$ cat src/rtl/gyro_pkg.sv
// gyro_pkg: shared states, register map and configuration table for the gyro sequencer
package gyro_pkg;
  typedef enum logic [3:0] {
    STARTUP, CFG_ISSUE, CFG_WAIT, IDLE_WAIT, RD_ISSUE, RD_WAIT, PUBLISH, RETRY, ERROR
  } state_t;
  typedef struct packed {
    logic [7:0] reg_addr;
    logic [7:0] data;
  } cfg_entry_t;
  localparam logic [7:0] GYRO_REG_CTRL1 = 8'h20;
  localparam logic [7:0] GYRO_REG_CTRL4 = 8'h23;
  localparam logic [7:0] GYRO_REG_OUT_X_L = 8'h28;
  localparam int CFG_LEN = 2;
  localparam int RD_LEN = 6;
  localparam cfg_entry_t CFG_TABLE [CFG_LEN] = '{'{GYRO_REG_CTRL1, 8'h0F}, '{GYRO_REG_CTRL4, 8'h30}};
endpackage

$ cat src/rtl/gyro_i2c_sequencer_seq_timer.sv
// seq_timer: loadable down-counter with an auto-reloading terminal-count pulse
module seq_timer #(
  parameter int W = 32,
  parameter logic [W-1:0] RST_VAL = '0
) (
  input  logic         clk,
  input  logic         rst_n,
  input  logic         load,
  input  logic         en,
  input  logic [W-1:0] load_val,
  output logic         tc
);
  logic [W-1:0] cnt;
  assign tc = en && !load && cnt == '0;
  // reload on request or on terminal count, otherwise count down while enabled
  always_ff @(posedge clk or negedge rst_n)
    if (!rst_n) cnt <= RST_VAL;
    else if (load || tc) cnt <= load_val;
    else if (en) cnt <= cnt - 1'b1;
endmodule

$ cat src/rtl/gyro_i2c_sequencer.sv
// gyro_i2c_sequencer: configures the gyro over I2C, then polls X/Y/Z rate samples with retry and error handling
module gyro_i2c_sequencer
  import gyro_pkg::*;
#(
  parameter logic [6:0] DEV_ADDR = 7'h69,
  parameter int STARTUP_CYCLES = 1_000_000,
  parameter int SAMPLE_CYCLES = 1_000_000,
  parameter int TIMEOUT_CYCLES = 200_000,
  parameter int MAX_RETRY = 3
) (
  input  logic               clk,
  input  logic               rst_n,
  input  logic               enable,
  input  logic               clear_error,
  output logic               i2c_start,
  output logic [6:0]         i2c_dev_addr,
  output logic [7:0]         i2c_reg_addr,
  output logic [7:0]         i2c_wdata,
  output logic               i2c_read_req,
  input  logic               i2c_done,
  input  logic               i2c_ack,
  input  logic [7:0]         i2c_rdata,
  output logic signed [15:0] gyro_x,
  output logic signed [15:0] gyro_y,
  output logic signed [15:0] gyro_z,
  output logic               sample_valid,
  output logic               busy,
  output logic               error,
  output logic [7:0]         nack_count
);
  state_t state, state_nx;
  logic [2:0] idx;
  logic [7:0] retry_cnt;
  logic [7:0] stage [RD_LEN];
  logic in_rd, sample_run, startup_tc, sample_tc, to_tc;
  logic is_wait, cfg_ph, ok, fail, cfg_last, rd_last, cfg_done;
  assign is_wait = state == CFG_WAIT || state == RD_WAIT;
  assign cfg_ph = state == CFG_ISSUE || state == CFG_WAIT;
  assign ok = is_wait && i2c_done && i2c_ack;
  assign fail = is_wait && (i2c_done ? !i2c_ack : to_tc);
  assign cfg_last = idx == 3'(CFG_LEN - 1);
  assign rd_last = idx == 3'(RD_LEN - 1);
  assign cfg_done = ok && state == CFG_WAIT && cfg_last;
  assign i2c_dev_addr = DEV_ADDR;
  assign i2c_start = state == CFG_ISSUE || state == RD_ISSUE;
  assign i2c_read_req = state == RD_ISSUE || state == RD_WAIT;
  assign busy = i2c_start || is_wait;
  assign i2c_reg_addr = cfg_ph ? CFG_TABLE[idx[0]].reg_addr : i2c_read_req ? GYRO_REG_OUT_X_L + {5'd0, idx} : '0;
  assign i2c_wdata = cfg_ph ? CFG_TABLE[idx[0]].data : '0;
  assign sample_valid = state == PUBLISH;
  assign error = state == ERROR;
  seq_timer #(.W(32), .RST_VAL(32'(STARTUP_CYCLES - 1))) u_startup (
    .clk(clk), .rst_n(rst_n), .load(1'b0), .en(state == STARTUP),
    .load_val(32'(STARTUP_CYCLES - 1)), .tc(startup_tc)
  );
  seq_timer #(.W(32)) u_sample (
    .clk(clk), .rst_n(rst_n), .load(cfg_done), .en(sample_run),
    .load_val(32'(SAMPLE_CYCLES - 1)), .tc(sample_tc)
  );
  seq_timer #(.W(32)) u_timeout (
    .clk(clk), .rst_n(rst_n), .load(i2c_start), .en(is_wait),
    .load_val(32'(TIMEOUT_CYCLES - 2)), .tc(to_tc)
  );
  // state register
  always_ff @(posedge clk or negedge rst_n)
    if (!rst_n) state <= STARTUP;
    else state <= state_nx;
  // next-state: done beats timeout, read-phase retries restart from the first byte
  always_comb begin
    state_nx = state;
    case (state)
      STARTUP:   state_nx = startup_tc ? CFG_ISSUE : STARTUP;
      CFG_ISSUE: state_nx = CFG_WAIT;
      CFG_WAIT:  state_nx = fail ? RETRY : !ok ? CFG_WAIT : cfg_last ? IDLE_WAIT : CFG_ISSUE;
      IDLE_WAIT: state_nx = sample_tc && enable ? RD_ISSUE : IDLE_WAIT;
      RD_ISSUE:  state_nx = RD_WAIT;
      RD_WAIT:   state_nx = fail ? RETRY : !ok ? RD_WAIT : rd_last ? PUBLISH : RD_ISSUE;
      PUBLISH:   state_nx = IDLE_WAIT;
      RETRY:     state_nx = retry_cnt > 8'(MAX_RETRY) ? ERROR : in_rd ? RD_ISSUE : CFG_ISSUE;
      ERROR:     state_nx = clear_error ? CFG_ISSUE : ERROR;
      default:   state_nx = STARTUP;
    endcase
  end
  // datapath: index, retry bookkeeping, staging buffer and sample publish
  always_ff @(posedge clk or negedge rst_n)
    if (!rst_n) begin
      idx <= '0;
      in_rd <= 1'b0;
      sample_run <= 1'b0;
      retry_cnt <= '0;
      nack_count <= '0;
      stage <= '{default: '0};
      gyro_x <= '0;
      gyro_y <= '0;
      gyro_z <= '0;
    end else begin
      if (ok) idx <= (state == CFG_WAIT ? cfg_last : rd_last) ? '0 : idx + 3'd1;
      else if ((state == RETRY && in_rd) || state == ERROR) idx <= '0;
      if (state == RD_ISSUE) in_rd <= 1'b1;
      else if (state == CFG_ISSUE) in_rd <= 1'b0;
      if (cfg_done) sample_run <= 1'b1;
      if (ok || (state == ERROR && clear_error)) retry_cnt <= '0;
      else if (fail) retry_cnt <= retry_cnt + 8'd1;
      if (fail && nack_count != 8'hFF) nack_count <= nack_count + 8'd1;
      if (ok && state == RD_WAIT) stage[idx] <= i2c_rdata;
      if (ok && state == RD_WAIT && rd_last) begin
        gyro_x <= {stage[1], stage[0]};
        gyro_y <= {stage[3], stage[2]};
        gyro_z <= {i2c_rdata, stage[4]};
      end
    end
endmodule

$ cat config.mk
export PLATFORM = sky130hd
export DESIGN_NAME = gyro_i2c_sequencer
export DESIGN_NICKNAME = d
export VERILOG_FILES = /design/src/rtl/gyro_pkg.sv /design/src/rtl/gyro_i2c_sequencer_seq_timer.sv /design/src/rtl/gyro_i2c_sequencer.sv
export SDC_FILE = /design/constraint.sdc
export NUM_CORES = 1
export LEC_CHECK = 0
export ABC_AREA = 1
export CORE_UTILIZATION = 42
export DETAILED_ROUTE_END_ITERATION = 6
export MAX_ROUTING_LAYER = met4
export SKIP_LAST_GASP = 1
export SLEW_MARGIN = 20
export SYNTH_ARGS = -nofsm -noshare
export SYNTH_HDL_FRONTEND = slang
export SYNTH_HIERARCHICAL = 1
export SYNTH_SLANG_ARGS = --single-unit
$ cat constraint.sdc
create_clock -name clk -period 5.41 [get_ports clk]
set_input_delay 1.082 -clock clk [delete_from_list [all_inputs] [get_ports clk]]
set_output_delay 1.082 -clock clk [all_outputs]
set_load 0.05 [all_outputs]
==> results by group, run 1 <==
Critical path
  • Critical Path RT: 4.33 ns
  • Critical path launch point: state[1]$_DFF_PN0_
  • Reg-to-reg critical path endpoint: nack_count[1]$_DFFE_PN0P_
  • Setup crit end: i2c_wdata[1]
  • Worst r2r path cells: 15
  • Max FO, Critical Path: 8
  • Crit path arrival time: 2.79 ns
  • Startpoint type of the worst setup path: register
  • Endpoint type of the worst setup path: output port
  • Crit Path Class: reg2out
  • RR Startpoint: u_timeout/cnt[0]$_DFFE_PN0P_
  • Flop-to-flop setup slack: 1.75 ns

Synth
  • Top cells by area in the synthesized netlist: dfrtp_1 (39%), nand2_1 (20%), nor2_1 (7.1%)
  • Post-synth ARST share: 100%
  • Area share of the largest cell type after synthesis: 39.5%
  • Mapped Area: 0.0125 mm²
  • Syn Area/Cell: 7.01 µm²
  • Sequential share of the synthesized area: 42.0%
  • Warnings, synthesis: 6
  • Cell count after synthesis: 1783
  • Post-synth top flop: dfrtp_1
  • Cell variety after synth: 39
  • #FFs+latches synth: 209
  • Cell taking the most area after synthesis: dfrtp_1
  • Post-synth EDFFs: 0

Drt
  • Met1 wire length: 15600 µm
  • Post-route ant nets: 0
  • Metal2 WL: 14700 µm
  • WL final: 32300 µm
  • Vias per inst: 4.78
  • Wirelength per Cell: 13.7 µm
  • Initial drt markers: 834
  • TritonRoute pass-1 iters: 5
  • DRC: 0
  • Met3 wire length: 1160 µm
  • DR top layer: met4
  • Via Count: 11266

Placement
  • Number of buffers added on ports: 85
  • Post-DP HPWL: 22500 µm
  • Routability cong.: 0.885

Pwr
  • VDD IR max: 0.220 mV
  • Leakage power: 0.00722 µW
  • Pwr dens: 291 mW/mm²

Die
  • Die area: 0.0304 mm²
  • Total core area: 0.0290 mm²
  • IO Pins: 98
  • Initial core utilization: 43.1%
  • Cell row count: 62
  • Chip width: 174 µm
  • Die Y: 174 µm

Layout
  • Most frequent cells in the layout: nand2_1 (657), nor2_1 (235), dfrtp_1 (197)
  • Area Growth Syn to Fin: 18.1%
  • Share of post-route cells with drive strength above 1: 6.34%
  • Commonest non-fill, non-tap cell in the layout: nand2_1
  • N_diodes: 0
  • FILL cells: 2992
  • Final nets: 1973
  • Final Util: 50.9%

Timing
  • Worst Skew: 0.0160 ns
  • FMAX: 258 MHz
  • RSZ-0062 raised after global routing: false
  • Final Hold Viols: 0
  • Min Clock Period, post-route: 3.87 ns
  • Worst slew pin tran: 1.06 ns
  • Fin Setup TNS: 0 ns
  • Endpoints failing setup: 0
  • Final period utilization: 71.5%
  • Max-slew violation count: 0
  • Worst rel slew slack: 28.8%

Clock network
  • H-tree level count: 1
  • CTS Sinks: 209
  • Postcts setup bufs: 0
  • CTS max path bufs: 3
  • Num CTS Buffers: 25
  • CTS clk-pin slew, worst paths: 0.06 ns
  • Worst skew pair latency: 0.54 ns
  • Cts hold-fix bufs: 0
  • Post-CTS sizing: 0
  • CTS tree: done
  • CTS root buf: clkbuf_16

Global routing
  • Global-route wire length before repair: 55100 µm
  • Vias in the first global route: 10928
  • Total Routing Usage GR: 22.7%
  • Pin count of the biggest net entering global routing: 131
  • Initial antenna violation count: 0
  • Total grt overflow: 0

Worst hold path
  • Hold path startpoint: gyro_y[0]$_DFFE_PN0P_
  • Hold/Removal Path Class: reg2reg

Job
  • Max_cap viols: 0

Run status
  • Status: finished clean
==> power breakdown <==
part	switching [µW]	internal (µW)	leakage (µW)
clock network	681	1030	0.000423
logic	494	250	0.00415
registers	150	1680	0.00265
==> worst min-delay path by stage <==
stage                                    to  cells past startpoint
2_1_floorplan  u_sample/cnt[31]$_DFFE_PN0P_                      2
3_3_place_gp          gyro_y[7]$_DFFE_PN0P_                      2
3_5_place_dp          gyro_y[0]$_DFFE_PN0P_                      2
4_1_cts              gyro_y[13]$_DFFE_PN0P_                      2
5_1_grt               gyro_z[5]$_DFFE_PN0P_                      2
6_report              gyro_y[0]$_DFFE_PN0P_                      2
==> layout make-up <==
class | instances | area [µm²] | area share, %
clock buffer | 36 | 727 | 4.92
clock inverter | 10 | 115 | 0.780
inverter | 157 | 589 | 3.99
multi-input combinational | 1464 | 6660 | 45.1
sequential | 209 | 5250 | 35.5
tap | 384 | 480 | 3.26
timing repair buffer | 95 | 943 | 6.39
==> registers in the layout, indices dropped and copies added, names as in the netlist <==
register and cells:
stage 40, u_sample/cnt 32, u_startup/cnt 32, u_timeout/cnt 32, gyro_x 16, gyro_y 16
gyro_z 16, nack_count 8, retry_cnt 8, state 4, idx 3, in_rd 1
sample_run 1
==> cells in the mapped netlist, types with 12 or more instances <==
cell type / count
a21oi_1: 27
buf_4: 23
clkbuf_1: 20
dfrtp_1: 197
dfstp_2: 12
inv_1: 154
nand2_1: 657
nand2_2: 16
nand3_1: 155
nand4_1: 24
nor2_1: 235
nor2_2: 18
nor3_1: 12
o211ai_1: 27
o21ai_0: 60
o21ai_1: 18
xnor2_1: 14
xor2_1: 39
==> cells by family (layout without fill, tap and decap cells) <==
group	count (synthesis)	after routing	share of synthesized area, %
other cells	2	112	0.0601
xor+xnor	53	53	3.72
compound gates	145	145	6.69
flops	209	209	42.0
fa+ha+maj	7	7	0.701
simple gates	1147	1147	38.8
buf+inv	220	298	8.02
==> stage by stage <==
stage	hold WS [ns]	instances	power, µW	setup slack [ns]	instance area (µm²)
CTS	0.473	2355	4340	1.52	14800
global route	0.503	2355	4540	1.43	14800
floorplan	0.449	1893	2400	1.71	12900
detailed placement	0.459	2309	2600	1.50	13900
global placement	0.454	2309	2590	1.56	13900
finish	0.467	2355	4290	1.54	14800
==> per-layer routing <==
metal	up-vias	GRT usage, %
met4	0	5.67
met5	-	-
met1	5170	30.5
met3	52	2.45
met2	202	36.6
li1	5842	-
==> critical path, stage by stage, from the launching register on <==
cell	delay [ns]
dfrtp_1	0.51
inv_1	0.08
nor2_1	0.15
nand2_2	0.14
nand2_1	0.12
inv_1	0.07
nor2_1	0.30
clkdlybuf4s50_1	0.88
(Power assumes the default switching activity.)
==> inputs of run 2 (changes only) <==
==> constraint.sdc (replaced) <==
create_clock -name clk -period 3.5 [get_ports clk]
set_input_delay 0.7 -clock clk [delete_from_list [all_inputs] [get_ports clk]]
set_output_delay 0.7 -clock clk [all_outputs]
set_load 0.05 [all_outputs]
==> run 2 against run 1 <==
Effect of this change:
- sequential cell count is the same
- critical path depth decreased by 1
- sequential share of layout area fell by 0.054 points
- clock skew rose by 0.00087 ns
- non-clock buffer count up 6
- via count rose by 1.4%
- design area increased by 0.15%
- clock power up 48%
- largest cell class unchanged
==> results by group, run 2 (synthesis results as in run 1) <==
Run status
  • Status: finished clean

Clock network
  • CTS max path bufs: 3
  • CTS root buf: clkbuf_16
  • CTS tree: done
  • Num CTS Buffers: 26
  • CTS clk-pin slew, worst paths: 0.06 ns
  • H-tree level count: 1
  • Cts hold-fix bufs: 0
  • CTS Sinks: 209
  • Worst skew pair latency: 0.54 ns

Global routing
  • Pin count of the biggest net entering global routing: 82
  • Total grt overflow: 0
  • Total Routing Usage GR: 22.8%
  • Global-route wire length before repair: 55300 µm
  • Vias in the first global route: 10763
  • Initial antenna violation count: 1

Critical path
  • Max FO, Critical Path: 5
  • Startpoint type of the worst setup path: register
  • Critical Path RT: 2.80 ns
  • Worst r2r path cells: 14
  • Endpoint type of the worst setup path: output port
  • Crit path arrival time: 2.63 ns
  • Crit Path Class: reg2out

Pwr
  • Internal cell power: 4470 µW
  • VDD IR max: 0.285 mV
  • Sw Ratio: 31.6%
  • Clock Power Share: 38.6%
  • Leakage power: 0.00732 µW
  • Combinational share of power: 18.0%
  • Psw: 2070 µW
  • Pwr dens: 442 mW/mm²
  • Sequential share of power: 43.4%

Die
  • Total core area: 0.0290 mm²
  • Chip width: 174 µm
  • Cell row count: 62
  • Initial core utilization: 43.1%
  • Die area: 0.0304 mm²
  • IO Pins: 98
  • Die Y: 174 µm

Timing
  • FMAX: 300 MHz
  • Endpoints failing setup: 0
  • Worst slew pin tran: 0.801 ns
  • RSZ-0062 raised after global routing: false
  • Worst rel slew slack: 46.3%
  • Min Clock Period, post-route: 3.33 ns
  • Worst Skew: 0.0168 ns
  • Final Hold Viols: 0
  • Max-slew violation count: 0
  • Final period utilization: 95.3%
  • Fin Setup TNS: 0 ns

Placement
  • Routability cong.: 0.933
  • Post-DP HPWL: 22900 µm
  • DP Cell Count: 2315
  • Number of buffers added on ports: 85

Layout
  • Commonest non-fill, non-tap cell in the layout: nand2_1
  • Post-route insts no fill: 2362
  • Area Growth Syn to Fin: 18.3%
  • Largest register FFs: 40
  • Most frequent cells in the layout: nand2_1 (657), nor2_1 (235), dfrtp_1 (197)
  • Final Util: 51.0%
  • Largest Register: stage
  • Final nets: 1980
  • Share of post-route cells with drive strength above 1: 6.58%

Drt
  • DRC: 0
  • WL final: 32900 µm
  • Post-route ant nets: 0
  • Initial drt markers: 958
  • Via Count: 11427
  • TritonRoute pass-1 iters: 6
  • Wirelength per Cell: 13.9 µm
  • Vias per inst: 4.84

Job
  • Max_cap viols: 0

Worst hold path
  • Hold/Removal Path Class: in2async
run 2: cell types whose count changed in the layout (fill, tap and decap cells not counted), sizes merged:
cell,change
buf,+6
clkdlybuf4s50,-6
clkinv,+4
dlymetal6s2s,+4
clkbuf,-2
dlygate4sd2,+2
bufinv,-1
diode,+1
inv,-1
run 2: worst paths after layout:
| path | start | to | slack, ns |
|---|---|---|---|
| min reg2reg | gyro_y[14]$_DFFE_PN0P_ | gyro_y[14]$_DFFE_PN0P_ | 0.47 |
| min | rst_n | u_sample/cnt[2]$_DFFE_PN0P_ | 0.16 |
| max | state[3]$_DFF_PN0_ | i2c_reg_addr[2] | 0.17 |
| max in group asynchronous | rst_n | u_startup/cnt[19]$_DFFE_PN1P_ | 2.54 |
| max reg2reg | u_timeout/cnt[0]$_DFFE_PN0P_ | nack_count[5]$_DFFE_PN0P_ | 0.67 |
| min in group clk | gyro_y[14]$_DFFE_PN0P_ | gyro_y[14]$_DFFE_PN0P_ | 0.47 |
run 2: power groups by stage:
| stage | Combinational, µW | Sequential [µW] | Clock [µW] |
|---|---|---|---|
| floorplan | 908 | 2800 | 0 |
| global placement | 1150 | 2870 | 0 |
| detailed placement | 1170 | 2870 | 0 |
| CTS | 1170 | 2830 | 2600 |
| global route | 1360 | 2860 | 2700 |
| finish | 1180 | 2840 | 2530 |
run 2: critical path, stage by stage, from the launching register on:
cell	delay (ns)
dfrtp_1	0.40
inv_1	0.10
nand2_1	0.11
nor2_1	0.27
inv_1	0.17
nor2_1	0.22
clkdlybuf4s50_1	0.84
run 2: metal layers:
metal | wire length (µm) | global-route usage (%) | vias to the layer above
met5 | 0 | - | -
met4 | 580 | 4.79 | 0
met3 | 1240 | 2.56 | 34
met2 | 15000 | 36.2 | 246
met1 | 16000 | 31.3 | 5294
li1 | - | - | 5853
run 2: cell type report:
class	instances	area, µm²
timing repair buffer	101	1010
clock inverter	12	96.3
multi-input combinational	1464	6660
clock buffer	34	701
antenna	1	2.50
tap	384	480
inverter	157	589
sequential	209	5250
fill	2948	14200
run 2: per-stage QoR:
step	instance area, µm²	setup WS (ns)	hold slack, ns	power [µW]
global placement	14000	0.527	0.454	4020
floorplan	12900	0.179	0.404	3710
finish	14800	0.166	0.164	6540
detailed placement	14000	0.516	0.457	4040
CTS	14800	0.00181	0.178	6610
global route	14800	0.0420	0.213	6920
run 2: repair_timing:
item,4_1_cts,5_1_grt
setup endpoints to repair,5,4
buffers inserted,0,0
gates resized for setup,2,4
